$ cat src/rtl/uart_rx.sv
// ---------------------------------------------------------------------------
// uart_rx -- 8N1 UART receiver with selectable baud rate and a valid/ready
// output register.
//
// Ports
//   clk         system clock, all logic on the rising edge
//   rst         synchronous active-high reset
//   rx_line     asynchronous serial input (idle high, LSB first)
//   mode[3:0]   baud select: 0=4800, 1=9600, 2=115200, 3=256000, else 9600
//   data_out    received byte, stable while data_valid is high
//   data_valid  data_out holds an unconsumed byte
//   data_ready  consumer accepts data_out when data_valid & data_ready
//   frame_err   one-cycle pulse when the stop bit is sampled low
//   overrun     one-cycle pulse when a finished byte is dropped because the
//               output register is still occupied
// ---------------------------------------------------------------------------
module uart_rx #(
    parameter int unsigned CLK_FREQ = 100000000
) (
    input  logic       clk,
    input  logic       rst,
    input  logic       rx_line,
    input  logic [3:0] mode,
    output logic [7:0] data_out,
    output logic       data_valid,
    input  logic       data_ready,
    output logic       frame_err,
    output logic       overrun
);

    // Bit period in clocks: ceil(CLK_FREQ / baud) + 1
    localparam int unsigned P_4800   = (CLK_FREQ + 4800   - 1) / 4800   + 1;
    localparam int unsigned P_9600   = (CLK_FREQ + 9600   - 1) / 9600   + 1;
    localparam int unsigned P_115200 = (CLK_FREQ + 115200 - 1) / 115200 + 1;
    localparam int unsigned P_256000 = (CLK_FREQ + 256000 - 1) / 256000 + 1;

    typedef enum logic [1:0] {
        ST_IDLE  = 2'd0,
        ST_START = 2'd1,
        ST_DATA  = 2'd2,
        ST_STOP  = 2'd3
    } state_t;

    state_t      state_reg, state_next;
    logic        armed_reg, armed_next;
    logic [31:0] cnt_reg, cnt_next;
    logic [2:0]  bit_idx_reg, bit_idx_next;
    logic [7:0]  shift_reg, shift_next;
    logic [3:0]  mode_reg, mode_next;
    logic [1:0]  sync_reg;
    logic        rxs;

    logic        deliver_reg;
    logic [7:0]  data_out_reg;
    logic        data_valid_reg;
    logic        frame_err_reg;
    logic        overrun_reg;

    logic [31:0] last_cnt;
    logic [31:0] half_cnt;

    logic        stop_good;
    logic        stop_bad;
    logic        accept;
    logic        load;
    logic        drop;

    assign rxs = sync_reg[1];

    // Timing always follows the mode captured at start-bit detection, so a
    // mode change in the middle of a frame cannot disturb it.
    always_comb begin
        case (mode_reg)
            4'd0:    last_cnt = P_4800 - 1;
            4'd1:    last_cnt = P_9600 - 1;
            4'd2:    last_cnt = P_115200 - 1;
            4'd3:    last_cnt = P_256000 - 1;
            default: last_cnt = P_9600 - 1;
        endcase
        half_cnt = (last_cnt + 32'd1) >> 1;
    end

    // State register
    always_ff @(posedge clk) begin
        if (rst) begin
            sync_reg       <= 2'b11;
            state_reg      <= ST_IDLE;
            armed_reg      <= 1'b0;
            cnt_reg        <= 32'd0;
            bit_idx_reg    <= 3'd0;
            shift_reg      <= 8'h00;
            mode_reg       <= 4'd0;
            deliver_reg    <= 1'b0;
            data_out_reg   <= 8'h00;
            data_valid_reg <= 1'b0;
            frame_err_reg  <= 1'b0;
            overrun_reg    <= 1'b0;
        end else begin
            sync_reg      <= {sync_reg[0], rx_line};
            state_reg     <= state_next;
            armed_reg     <= armed_next;
            cnt_reg       <= cnt_next;
            bit_idx_reg   <= bit_idx_next;
            shift_reg     <= shift_next;
            mode_reg      <= mode_next;
            // The stop sample is staged through deliver_reg so the byte
            // lands in the output register one cycle after that edge.
            deliver_reg   <= stop_good;
            frame_err_reg <= stop_bad;
            overrun_reg   <= drop;
            if (load) begin
                data_out_reg   <= shift_reg;
                data_valid_reg <= 1'b1;
            end else if (accept) begin
                data_valid_reg <= 1'b0;
            end
        end
    end

    // Next-state logic
    always_comb begin
        state_next   = state_reg;
        armed_next   = armed_reg;
        cnt_next     = cnt_reg;
        bit_idx_next = bit_idx_reg;
        shift_next   = shift_reg;
        mode_next    = mode_reg;
        case (state_reg)
            ST_IDLE: begin
                // A start is only recognised after the line has been seen
                // high; this blocks re-triggering on a held break.
                if (rxs) begin
                    armed_next = 1'b1;
                end else if (armed_reg) begin
                    state_next = ST_START;
                    cnt_next   = 32'd0;
                    mode_next  = mode;
                end
            end
            ST_START: begin
                if (cnt_reg == half_cnt) begin
                    if (!rxs) begin
                        state_next   = ST_DATA;
                        cnt_next     = 32'd0;
                        bit_idx_next = 3'd0;
                    end else begin
                        state_next = ST_IDLE;   // glitch, not a real start
                    end
                end else begin
                    cnt_next = cnt_reg + 32'd1;
                end
            end
            ST_DATA: begin
                if (cnt_reg == last_cnt) begin
                    shift_next[bit_idx_reg] = rxs;
                    cnt_next                = 32'd0;
                    if (bit_idx_reg == 3'd7) begin
                        state_next = ST_STOP;
                    end else begin
                        bit_idx_next = bit_idx_reg + 3'd1;
                    end
                end else begin
                    cnt_next = cnt_reg + 32'd1;
                end
            end
            ST_STOP: begin
                if (cnt_reg == last_cnt) begin
                    cnt_next   = 32'd0;
                    state_next = ST_IDLE;
                    if (!rxs) begin
                        armed_next = 1'b0;
                    end
                end else begin
                    cnt_next = cnt_reg + 32'd1;
                end
            end
            default: state_next = ST_IDLE;
        endcase
    end

    // Output decode
    always_comb begin
        stop_good = (state_reg == ST_STOP) && (cnt_reg == last_cnt) && rxs;
        stop_bad  = (state_reg == ST_STOP) && (cnt_reg == last_cnt) && !rxs;
        accept    = data_valid_reg && data_ready;
        load      = deliver_reg && (!data_valid_reg || data_ready);
        drop      = deliver_reg && data_valid_reg && !data_ready;
    end

    assign data_out   = data_out_reg;
    assign data_valid = data_valid_reg;
    assign frame_err  = frame_err_reg;
    assign overrun    = overrun_reg;

endmodule

$ cat config.mk
export PLATFORM = sky130hd
export DESIGN_NAME = uart_rx
export DESIGN_NICKNAME = d
export VERILOG_FILES = /design/src/rtl/uart_rx.sv
export SDC_FILE = /design/constraint.sdc
export NUM_CORES = 1
export LEC_CHECK = 0
export ABC_AREA = 1
export CORE_AREA = 10 10 107 109
export CTS_BUF_LIST = sky130_fd_sc_hd__clkbuf_2
export DETAILED_ROUTE_END_ITERATION = 7
export DIE_AREA = 0 0 117 119
export PLACE_DENSITY = 0.62
export SLEW_MARGIN = 20
export SYNTH_ARGS = -nofsm -noshare
export SYNTH_HDL_FRONTEND = slang
export SYNTH_SLANG_ARGS = --single-unit
$ cat constraint.sdc
create_clock -name clk -period 2.2 [get_ports clk]
set_clock_uncertainty 0.05 [all_clocks]
set_input_delay 0.33 -clock clk [delete_from_list [all_inputs] [get_ports clk]]
set_output_delay 0.33 -clock clk [all_outputs]
set_load 0.03 [all_outputs]
==> results.py <==
metrics = {
    "place": {
        "placed_area_um2": 4550,
        "hpwlAfterDp_um": 8260,
        "port_buffers": 18,
        "place_congestion": 0.926,
        "place_ws_ns": -0.0584,
    },
    "drt": {
        "finalWirelength_um": 11200,
        "routed_via_density": 5.19,
        "ant_nets": 0,
        "drt_pre_antenna_iters": 4,
        "route.detailed.wl_per_inst_um": 13.8,
        "drt_iter0_markers": 297,
        "vias": 4191,
        "drc": 0,
    },
    "critical_path": {
        "crit_required_ns": 2.64,
        "worstReg2RegEnd": "cnt_reg[11]",
        "rr_startpoint": "mode_reg[3]",
        "path_cells": "nor2_4 > nand2_4 > nand2_4 > ha_4 > nand2_2 > nand2_2 > nor2_2 > nand2_1 > nor2_1 > nand2_1 > nor2_2 > nand4_1 > nand2_2 > buf_6 > inv_4 > nor2_2 > nor2_1 > nor2_1",
        "cp-end-kind": "flop",
        "arrival_ns": 2.71,
        "cp-startpoint": "mode_reg[3]",
        "path_depth": 18,
        "reg2reg_depth": 18,
        "slowest_delay_ns": 0.38,
        "cp_top_family": "simple AND/OR/NAND/NOR gates",
        "critPathBufInv": 2,
        "critical_path_class": "reg2reg",
        "reg2reg_slack_ns": -0.07,
        "worstPathMaxFanout": 6,
        "setup.worst_path.start_class": "flop",
        "cp-endpoint": "cnt_reg[11]",
        "slowest_stage": "dfxtp_2",
    },
    "finish": {
        "fillers": 939,
        "fin_area_um2": 4880,
        "synthToLayoutAreaGrowth_pct": 18.5,
        "largest_register_ffs": 32,
        "layout.nets": 701,
        "antenna_cells_inserted": 0,
        "drive_gt1_share_pct": 18.6,
        "final_util_pct": 51.6,
    },
    "sta": {
        "period_minus_slack_ns": 2.27,
        "slew_headroom_pct": 67.3,
        "rsz0062_at_grt": "yes",
        "setup_ws_ns": -0.0709,
        "fmax_mhz": 440,
        "hold_violations": 0,
        "final_max_slew_viol_count": 0,
        "worst_pin_slew_ns": 0.487,
        "setup_violations": 26,
        "fin_crit_sh_pct": 103,
    },
    "die": {
        "die_area_um2": 13900,
        "core-area_um2": 9460,
        "io_pins": 19,
        "fp.dieW_um": 117,
        "start_util_pct": 43.5,
        "die_h_um": 119,
        "rows": 36,
    },
    "power_and_ir_drop": {
        "finalPower_mw": 2.49,
        "swShare_pct": 33.3,
        "intPower_mw": 1.66,
        "p_per_area_nw_per_um2": 509,
        "peakVddDrop_uv": 309,
        "power.share.sequential_pct": 48.2,
        "power_leakage_nw": 2.03,
        "clkPwrFrac_pct": 29.6,
        "switching_power_uw": 828,
        "power.share.combinational_pct": 22.2,
    },
    "logic_synthesis": {
        "netlist_instances": 649,
        "synth_area_um2": 4120,
        "syn_nets": 661,
        "ys_seq_area_share_pct": 31.1,
        "syn_avg_cell_area_um2": 6.35,
        "synth.distinct_cells": 33,
        "ys_seq_elements": 64,
        "yosysWarnings": 0,
    },
    "global_route": {
        "antenna_found_initial": 0,
        "gr-total-overflow": 0,
        "grt_max_degree": 24,
        "grt_pass1_wl_um": 18800,
        "grt_usage_pct": 16.5,
        "grt_pass1_vias": 3866,
    },
    "clock_network": {
        "tritoncts": "done",
        "path_clk_slew_ns": 0.20,
        "cts_num_sinks": 64,
        "root_buffer": "clkbuf_2",
        "cts_hold_buf": 0,
        "cts_buffer_depth": 2,
        "clk_latency_ns": 0.55,
        "htreeDepth": 3,
        "cts_buffers": 9,
    },
    "run": {
        "drv_cap": 0,
    },
    "worst_hold_path": {
        "hold_path_class": "in2reg",
    },
    "run_status": {
        "violations": "setup timing",
        "status": "complete, but fails checks",
    },
}
==> synthesized netlist by cell type <==
cell        n  area [µm²]
inv_2       5        18.8
nor3b_1     2        15.0
nand4_1    19         119
o211ai_1    4        30.0
a21oi_1    42         210
xnor2_1     4        35.0
xor2_1     27         236
nand3_1    42         210
o21bai_1    4        30.0
o21ai_2     1        8.76
inv_1      65         244
nor2_1    100         375
buf_4       3        22.5
ha_1        4        50.1
nor2_4      3        33.8
buf_6       4        45.0
o21ai_1     4        20.0
o31ai_1     1        7.51
nand3_4     1        17.5
nor2_2      5        31.3
nand2_1   147         552
buf_1       2        7.51
or2_2      12        75.1
nand2_2     6        37.5
clkbuf_1   10        37.5
nor4_1      3        18.8
or2_0       1        6.26
o21ai_0    29         145
nor3_1     19        95.1
dfxtp_1    64        1280
a211oi_1    3        22.5
buf_2      10        50.1
nand3_2     3        30.0
==> per-layer routing <==
metal  up-vias  global-route usage, %  routed length [µm]
met5         -                      0                   0
met4         0                   7.81                 219
met3        20                   2.76                 560
met2        98                   24.9                5080
met1      1909                   22.2                5320
li1       2164                      -                   -
==> power by group through the flow <==
stage	Sequential [mW]	Clock (mW)	Combinational [mW]
after floorplan	1.22	0	0.323
after global placement	1.22	0	0.437
after detailed placement	1.22	0	0.444
after CTS	1.20	0.742	0.505
after global routing	1.20	0.805	0.607
final	1.20	0.736	0.552
==> through the flow <==
stage,hold WS (ns),cells,TNS [ns]
after floorplan,0.339,649,0
after global placement,0.343,786,0
after detailed placement,0.350,786,-0.782
after CTS,0.270,806,-0.245
after global routing,0.288,808,-9.49
final,0.283,808,-0.534
==> worst min-delay path by stage <==
stage,from,to,depth (start not counted)
finish,mode[2],mode_reg[2],3
global route,mode[2],mode_reg[2],3
CTS,mode[2],mode_reg[2],3
detailed placement,sync_reg[0],sync_reg[1],1
global placement,sync_reg[0],sync_reg[1],1
floorplan,sync_reg[0],sync_reg[1],1
==> cell type report <==
| class | instances | area [µm²] | area share (%) |
|---|---|---|---|
| multi-input cells | 486 | 2550 | 52.3 |
| flip-flops and latches | 64 | 1290 | 26.3 |
| repair buffers | 58 | 520 | 10.7 |
| inverters | 70 | 268 | 5.48 |
| well taps | 114 | 143 | 2.92 |
| clock inverters | 6 | 60.1 | 1.23 |
| clock buffers | 10 | 50.0 | 1.03 |
==> worst reg2reg max path, delay by kind of cell (launching register included) <==
kind / cells / cell delay (ns)
adder cells (fa/ha/maj): 1 / 0.20
buffers and inverters: 2 / 0.20
flip-flops: 1 / 0.38
AND/OR/NAND/NOR: 15 / 1.39
==> cell families after synthesis <==
kind of cell    share of synthesized area [%]
fa+ha+maj                                1.22
flops                                    31.1
xor+xnor                                 6.59
buf+inv                                  10.3
simple gates                             39.2
compound gates                           11.5
==> placed cells by master, fill, tap and decap left out, types with 3 or more instances in the layout <==
master / synthesis / routed
a211oi_1: 3 / 3
a21oi_1: 42 / 31
a21oi_2: 0 / 11
buf_4: 3 / 35
clkbuf_2: 0 / 10
clkdlybuf4s50_1: 0 / 18
dfxtp_1: 64 / 60
dfxtp_2: 0 / 4
ha_1: 4 / 3
inv_1: 65 / 64
inv_2: 5 / 4
nand2_1: 147 / 134
nand2_2: 6 / 14
nand2_4: 0 / 5
nand3_1: 42 / 42
nand3_2: 3 / 3
nand4_1: 19 / 19
nor2_1: 100 / 96
nor2_2: 5 / 8
nor2_4: 3 / 4
nor3_1: 19 / 18
nor4_1: 3 / 3
o211ai_1: 4 / 4
o21ai_0: 29 / 28
o21ai_2: 1 / 4
o21bai_1: 4 / 4
or2_2: 12 / 12
xnor2_1: 4 / 4
xor2_1: 27 / 27
==> timing repair <==
item | CTS | global route
pin swaps | 2 | 11
setup buffers | 3 | 2
endpoints found under the setup margin | 34 | 45
cloned | 1 | 0
gates resized for setup | 18 | 37
No activity file was read; power rests on OpenSTA's default activity.
